File: src/rtl/arb_fixed_prio.sv
// ============================================================================
// Module   : arb_fixed_prio
// Purpose  : Rotatable fixed-priority arbiter. It produces a combinational
//            one-hot grant and a registered copy with an encoded index.
// Options  : ARB_FP_PRIO_CHK_EN enables a registered check that flags any
//            priority pointer which is not one-hot.
// Revision : 1.0  initial release
// ============================================================================
`default_nettype none

module arb_fixed_prio #(
    parameter  int WIDTH = 4,
    localparam int IDX_W = $clog2(WIDTH)
) (
    input  logic             clk,
    input  logic             rst,
    input  logic [WIDTH-1:0] v_vld,
    input  logic [WIDTH-1:0] v_priority,
    output logic [WIDTH-1:0] v_grant,
    output logic [WIDTH-1:0] grant_q,
    output logic [IDX_W-1:0] grant_idx_q,
    output logic             grant_any_q,
    output logic             prio_err
);

    localparam int DBL_W = IDX_W + 1;

    logic [IDX_W-1:0]   w_start;
    logic [2*WIDTH-1:0] w_dbl;
    logic [2*WIDTH-1:0] w_masked;
    logic [DBL_W-1:0]   w_pos;
    logic               w_found;
    logic [IDX_W-1:0]   w_idx;
    logic [WIDTH-1:0]   w_grant;

    logic [WIDTH-1:0]   r_grant;
    logic [IDX_W-1:0]   r_grant_idx;
    logic               r_grant_any;

    // The request vector is doubled so that the wrap past bit WIDTH-1 becomes
    // a plain lowest-set-bit search above the start index.
    always_comb begin
        w_start = '0;
        for (int i = WIDTH - 1; i >= 0; i--) begin
            if (v_priority[i]) begin
                w_start = IDX_W'(i);
            end
        end

        w_dbl    = {v_vld, v_vld};
        w_masked = '0;
        for (int j = 0; j < 2 * WIDTH; j++) begin
            if (j >= int'(w_start)) begin
                w_masked[j] = w_dbl[j];
            end
        end

        w_found = 1'b0;
        w_pos   = '0;
        for (int j = 2 * WIDTH - 1; j >= 0; j--) begin
            if (w_masked[j]) begin
                w_found = 1'b1;
                w_pos   = DBL_W'(j);
            end
        end

        if (w_pos >= DBL_W'(WIDTH)) begin
            w_idx = IDX_W'(w_pos - DBL_W'(WIDTH));
        end else begin
            w_idx = IDX_W'(w_pos);
        end

        w_grant = '0;
        if (w_found) begin
            w_grant[w_idx] = 1'b1;
        end
    end

    // w_idx is zero whenever nothing is requested, so it doubles as encode(grant).
    always_ff @(posedge clk) begin
        if (rst) begin
            r_grant     <= '0;
            r_grant_idx <= '0;
            r_grant_any <= 1'b0;
        end else begin
            r_grant     <= w_grant;
            r_grant_idx <= w_idx;
            r_grant_any <= |v_vld;
        end
    end

`ifdef ARB_FP_PRIO_CHK_EN
    logic r_prio_err;

    always_ff @(posedge clk) begin
        if (rst) begin
            r_prio_err <= 1'b0;
        end else begin
            r_prio_err <= (v_priority == '0) ||
                          ((v_priority & (v_priority - WIDTH'(1))) != '0);
        end
    end

    assign prio_err = r_prio_err;
`else
    assign prio_err = 1'b0;
`endif

    assign v_grant     = w_grant;
    assign grant_q     = r_grant;
    assign grant_idx_q = r_grant_idx;
    assign grant_any_q = r_grant_any;

endmodule

`default_nettype wire

File: config.mk
export PLATFORM = sky130hd
export DESIGN_NAME = arb_fixed_prio
export DESIGN_NICKNAME = d
export VERILOG_FILES = /design/src/rtl/arb_fixed_prio.sv
export SDC_FILE = /design/constraint.sdc
export NUM_CORES = 1
export LEC_CHECK = 0
export CAP_MARGIN = 10
export CORE_AREA = 2 2 39 41
export DETAILED_ROUTE_END_ITERATION = 7
export DIE_AREA = 0 0 41 43
export PLACE_DENSITY = 0.64
export SYNTH_ARGS = -nofsm -noshare
export SYNTH_HDL_FRONTEND = slang
export SYNTH_SLANG_ARGS = --single-unit
File: constraint.sdc
create_clock -name clk -period 2.2 [get_ports clk]
set_clock_uncertainty 0.15 [all_clocks]
set_input_delay 0.44 -clock clk [delete_from_list [all_inputs] [get_ports clk]]
set_output_delay 0.44 -clock clk [all_outputs]
set_load 0.05 [all_outputs]
==> metrics.txt <==
outcome=complete, but fails checks; failing checks=negative setup slack; min-delay worst type=in2reg; Clock Sinks=7; DRC viols=0; Overall Power=0.447 mW; first-pass GRT wire length=1570 um; critical path type=in2out; CP arrival=1680 ps; layout net count=88; CP max-delay cell=or4b_4; Sw Ratio=34.5%; count of final setup violators=4; GRT Total Usage=13.0%; min Tclk post-route=2270 ps; Largest stage delay, worst path=530 ps; leakage=0.315 nW; Cells after Synth=40; Critical path buffers and inverters=2; yosys warns=0; CP delay by family, top=simple AND/OR/NAND/NOR gates; Syn Nets=50; P_sw=0.155 mW; routed length per instance=9.63 um; RSZ-0062 raised after global routing=yes; most common cell after layout, fill and taps aside=buf_4; layout cells sized above 1=53.2%; root buffer cell=clkbuf_4; Place WS=-467 ps; final antenna-violating net count=0; peak fanout along the critical path=3; CP Data Required Time=1610 ps; dpl cell area=653 um2; port bufs=20; met3 WL=68 um; crit-path cells=buf_6 -> or4b_4 -> nor3_1 -> or3_4 -> nor2_4 -> buf_8; Peak Freq=440 MHz; DR vias=414; Comb pwr share=44.9%; post-synthesis cell area=325 um2; initial antenna violation count=0; pwr dens=601 mW/mm2; grt ovf=0; final worst slack=-70.6 ps; clk slew on worst S/H paths=50 ps; crit share post-route=103%; met2 wire length=507 um; clk buf depth=2; Cell Int Power=0.293 mW; Pre-Repair DR Iteration Count=2; core area=0.00138 mm2; site row count=14; First DRT Iteration DRCs=1; Mean Syn Cell Area=8.13 um2; synthesis-stage register bit count=7; Area growth syn-to-layout=129%; largest net degree at the start of global routing=8; CP Capture Type=output pin; Sequential Power Share=30.6%; most frequent cells in the layout=14 x buf_4, 8 x clkdlybuf4s50_1, 7 x dfxtp_1, 5 x nor3_1; cts bufs inserted=3; Worst Setup Start Kind=input port; DP HPWL=663 um; Clk pwr share=24.4%; Layout Cell Area excl Fill=744 um2; Starting Density=23.5%; top sig layer=met3; vias in the first global route=405; gpl congestion=0.790; # IOs=22; max-slew violations=0; Total Wirelength=896 um; Total Negative Setup Slacks=-230 ps; die footprint=0.00176 mm2; number of max-cap violations=0; VDD IR max=0.210 mV; ant diodes=0; die height=43 um; Final Hold Viols=0; H-Tree Depth=1; synth unique cells=17; CTS tree=done; vias per inst=4.45; Die X=41 um; Met1 Routed Length=320 um; hold_buf cts=0; Seq/Total Area, Yosys=43.1%
==> cell type report <==
class,instances,area [um2]
inverters,1,3.75
fillers,135,639
flip-flops and latches,7,140
well taps,16,20.0
clock buffers,4,26.3
repair buffers,34,309
multi-input cells,31,245
==> Yosys cell counts (all sizes together) <==
library cell	instances	area [um2]
inv	1	3.75
or4b	1	13.8
a211oi	1	12.5
conb	1	3.75
o21ai	1	5.00
a21o	1	7.51
and3	1	6.26
nor2	10	37.5
nand2b	2	12.5
nand3	1	5.00
buf	1	7.51
dfxtp	7	140
a21oi	3	15.0
o221ai	1	8.76
o311ai	1	8.76
nor3	5	25.0
or3	2	12.5
==> path summary, 6_finish.rpt <==
check	from	endpoint	slack, ps	cells past startpoint
min	v_vld[1]	grant_any_q$_SDFF_PP0_	540	4
max	v_priority[1]	v_grant[3]	-70	6
==> sequential cells by signal (all words and copies together), names as in the netlist <==
| name | flops |
|---|---|
| grant_idx_q | 2 |
| grant_q | 4 |
| grant_any_q | 1 |
==> through the flow <==
stage,hold WS [ps],instances,utilization [%]
after floorplan,359,40,-
after global placement,994,87,47.2
after detailed placement,987,87,47.2
after CTS,625,93,53.8
after global routing,549,93,53.8
final,538,93,53.8
==> repair_timing <==
item | in CTS | in global routing
setup endpoints to repair | 4 | 4
resized for setup | 39 | 4
endpoints found under the hold margin | 0 | 0
cloned | 0 | 0
pin swaps | 8 | 2
buffers inserted | 2 | 0
==> tightest hold or removal path: cells and delay by family <==
kind	cells	cell delay, ps
buffers and inverters	2	280
AOI/OAI and AO/OA	1	110
and+or+nand+nor	1	70
==> cells by family (layout without fill, tap and decap cells) <==
| kind of cell | Yosys count | after routing | synth area share (%) |
|---|---|---|---|
| and+or+nand+nor | 22 | 22 | 34.6 |
| AOI/OAI and AO/OA | 8 | 8 | 17.7 |
| DFF | 7 | 7 | 43.1 |
| buffers and inverters | 2 | 39 | 3.46 |
| other | 1 | 1 | 1.15 |
==> power by group through the flow <==
stage / Combinational [mW] / Sequential (mW) / Clock (mW)
2_1_floorplan: 0.0624 / 0.170 / 0
3_3_place_gp: 0.179 / 0.139 / 0
3_5_place_dp: 0.180 / 0.140 / 0
4_1_cts: 0.200 / 0.137 / 0.114
5_1_grt: 0.214 / 0.138 / 0.123
6_report: 0.201 / 0.137 / 0.109
==> metal layers <==
layer / vias to the layer above / global-route usage [%]
li1: 214 / -
met1: 181 / 13.2
met2: 19 / 23.8
met3: 0 / 1.57
met4: 0 / 6.00
met5: - / 0
Power figures use the tool's default switching activity.
==> variant 1 (config.mk and constraints unchanged) <==
Build with the macro `ARB_FP_PRIO_CHK_EN` defined.
--- a/src/rtl/arb_fixed_prio.sv
+++ b/src/rtl/arb_fixed_prio.sv
@@ -9,2 +9,4 @@
 `default_nettype none
+
+`define ARB_FP_PRIO_CHK_EN
 
Formal check against the unedited RTL: not equivalent (Yosys sat finds a counterexample within 4 cycles, from zero or initial values and one cycle with rst high).
==> variant 1 against the unedited design <==
  * Setup slack gained 97 ps
  * Final area increased by 12%
  * Total power up 4.0%
  * First-iteration DRC count grew to 4.0 times the old value
  * Non-clock buffer count stayed put
  * Fmax is 4.5% higher
  * Synthesized area grew 29%
  * Sequential cell count rose by 1
  * Routed wire length increased by 29%
  * Largest cell class unchanged
==> variant 1: results (changes against the unedited design) <==
Run status
The run finished with clean final reports.

Clock network
The number of setup buffers added after CTS is 0 (-2). The number of cells upsized or downsized after cts came to 38 (-2.6%).

Setup path
The family with the most delay on the worst path is compound AO/OA/AOI/OAI gates. The worst path arrival time came to 1580 ps (-100 ps). The maximum net fanout on the critical path was 7 (+4). The stage delay of the slowest cell on the critical path is 370 ps (-160 ps). The highest-delay cell along the critical path is sky130_fd_sc_hd__a221o_1. The source of the critical timing path is v_priority[2].

Place
The number of port buffers is 21 (+5.0%). The pre-CTS worst setup slack is -495.1 ps (-27.75 ps). The placed wire-length estimate is 900 um (+36%). The final weighted congestion in routability-driven placement is 0.8666 (+9.7%).

Detailed routing
The violation count after the first detailed-route iteration is 4 (+3). The routed wire length on met3 is 75 um (+10%). The total number of vias is 506 (+22%). The total routed wire length on the met1 layer is 491 um (+53%).

The number of iterations in the first detailed-routing pass is 4 (+2).

Global route
The met3 track demand over resource in global routing is 7.853% (+6.3 points). The global routing usage summed across all routing layers is 15.58% (+2.6 points). The met2 routing resource usage after global routing is 25.00% (+1.3 points).

Finish
The number of nets in the layout is 98 (+11%). The share of post-route cells with drive strength above 1 is 46.51% (-6.7 points). The number of multi-input logic gates is 37 (+19%). The clock buffer and inverter area fraction after layout is 2.691% (-0.84 points).

The layout sequential cell count is 8 (+1). The inverter count of the layout excluding clock inverters was 4 (+3). The filler cell count in the final layout is 134 (-0.74%). The non-clock buffer share of cell area came to 38.12% (-3.4 points).

The sequential cell area in the final layout is 160.2 um^2 (+14%). The count of clock buffers in the final design is 3 (-1).

Power
The reported sequential group power was 157 uW (+15%). The switching part of the total was 35.19% (+0.64 points). The largest vdd supply drop is 0.0003979 V (+89%).

Worst hold path
The startpoint of the worst hold path is v_priority[3]. The hold-critical path depth is 3 (-1).

Synthesis
The post-synth net total is 60 (+20%). In the post-synthesis netlist, the biggest area contributors are sky130_fd_sc_hd__dfxtp_1, sky130_fd_sc_hd__nor2_1, sky130_fd_sc_hd__a21oi_1, sky130_fd_sc_hd__nor4b_4, sky130_fd_sc_hd__nor3_1. The post-synthesis xor/xnor area fraction is 2.083% (+2.1 points). The count of cell types in the netlist is 21 (+4). The area fraction in compound gates after synthesis came to 24.40% (+6.7 points).

Timing
The post-route clock period utilization is 98.80% (-4.4 points).
variant 1: cell count changes in the layout (fill, tap and decap cells not counted), moves of 2 or more:
cell                       change
sky130_fd_sc_hd__nand2b_1      -2
sky130_fd_sc_hd__a21oi_4       +2
sky130_fd_sc_hd__nor3_2        +3
sky130_fd_sc_hd__nor2_4        -2
sky130_fd_sc_hd__nor3_1        -3
sky130_fd_sc_hd__buf_2         -2
sky130_fd_sc_hd__inv_1         +2
sky130_fd_sc_hd__nor2_1        +3
sky130_fd_sc_hd__a21oi_1       +2
sky130_fd_sc_hd__o21ai_0       +3
variant 1: stage by stage:
step / power (uW) / hold WS, ps / instance area [um^2] / utilization, % / instances
final: 465.1 / 363.9 / 837.1 / 60.49 / 102
after detailed placement: 347.0 / 1008 / 758.2 / 54.79 / 99
after global placement: 345.5 / 997.5 / 758.2 / 54.79 / 99
after CTS: 468.0 / 362.0 / 827.0 / 59.76 / 102
after global routing: 490.9 / 372.4 / 837.1 / 60.49 / 102
after floorplan: 261.7 / 359.1 / 439.2 / - / 50
==> variant 2 (config.mk and constraints unchanged) <==
Made on the original files. Change the parameter `WIDTH` from 4 to 2.
--- a/src/rtl/arb_fixed_prio.sv
+++ b/src/rtl/arb_fixed_prio.sv
@@ -11,3 +11,3 @@
 module arb_fixed_prio #(
-    parameter  int WIDTH = 4,
+    parameter  int WIDTH = 2,
     localparam int IDX_W = $clog2(WIDTH)
Ports: changed (5 resized); port bits go from 22 to 13. The function was not compared with the original's and may differ.
==> variant 2 against the unedited design <==
  * Synthesized area down 51%
  * Routed wire length fell by 67%
  * Highest routed layer is now met4
  * Count of clock-buffer cells in the layout decreased by 1
  * Setup slack gained 230 ps
  * Largest power group is now the clock network
  * Total power down 48%
  * Critical path depth decreased by 2
  * Final area down 56%
  * Die area stayed put
  * Sequential cell count shrank 3
==> variant 2: results (changes against the unedited design) <==
Clock network
The number of setup buffers added after CTS is 0 (-2). The number of cells upsized or downsized after cts is 0 (-100%).

Place
The post-place instance area came to 301.5 um^2 (-54%). The final weighted congestion in routability-driven placement was 0.6795 (-14%). The number of port buffers is 11 (-45%). The pre-CTS worst setup slack is 162.3 ps (+629.7 ps). The number of cells after detailed placement is 42 (-52%).

Power
The part of the power in the clock network is 38.3% (+14 points). The combinational group power is 65.4 uW (-67%). The leakage dissipation is 0.0001337 uW (-58%).

Synthesis
The part of the Yosys area used for sequential elements is 50.39% (+7.3 points). The post-synth net total is 22 (-56%). The count of cell types in the netlist is 11 (-6).

The gate count after technology mapping is 16 (-60%).

Global route
The met3 track demand over resource in global routing is 0.5236% (-1.0 points). The via count of the first global-routing pass is 143 (-65%). The global routing usage summed across all routing layers is 5.120% (-7.8 points).

The global-route wire length before repair came to 545 um (-65%). The met2 routing resource usage after global routing was 5.625% (-18 points).

Finish
The number of non-filler instances in the completed layout is 45 (-52%). The share of post-route cells with drive strength above 1 is 20.69% (-33 points). The filler cell count in the final layout was 148 (+9.6%). The flip-flop count of the largest register, all copies and words added is 2 (-2).

Detailed routing
The routed wire length on met3 came to 38 um (-44%). The number of vias per cell after detailed routing is 3.156 (-29%). Signal routing reaches up to met4. The total routed wire length on the met1 layer is 135 um (-58%).

The met2 routed wirelength is 107 um (-79%).

Run status
The flow ran to the end, and the final reports show no timing, DRC or antenna violations.
variant 2: cell types whose count changed after synthesis, sizes merged, moves of 2 or more:
cell / change
nor3: -5
dfxtp: -3
nor2: -8
or3: -2
variant 2: stage by stage:
step,utilization (%),total power [uW]
6_report,23.42,232.1
5_1_grt,23.42,244.3
4_1_cts,23.42,238.7
3_5_place_dp,21.79,144.7
3_3_place_gp,21.79,144.6
2_1_floorplan,-,115.2
variant 2: area by class of cell:
cell class	instances	area share [%]
flip-flops and latches	4	24.71
well taps	16	6.178
repair buffers	11	40.15
multi-input cells	11	22.01
clock buffers	3	6.950
variant 2: worst paths after layout:
check                                 to  slack, ps  cells past startpoint
setup / recovery              v_grant[1]        160                      4
hold / removal    grant_any_q$_SDFF_PP0_        630                      2
variant 2: logic make-up (layout without fill, tap and decap cells):
family	count (synthesis)	count (layout)	share of synthesized area (%)
AOI/OAI and AO/OA	3	3	11.03
buffers and inverters	1	14	4.726
DFF	4	4	50.40
other	1	1	2.360
and+or+nand+nor	7	7	31.50
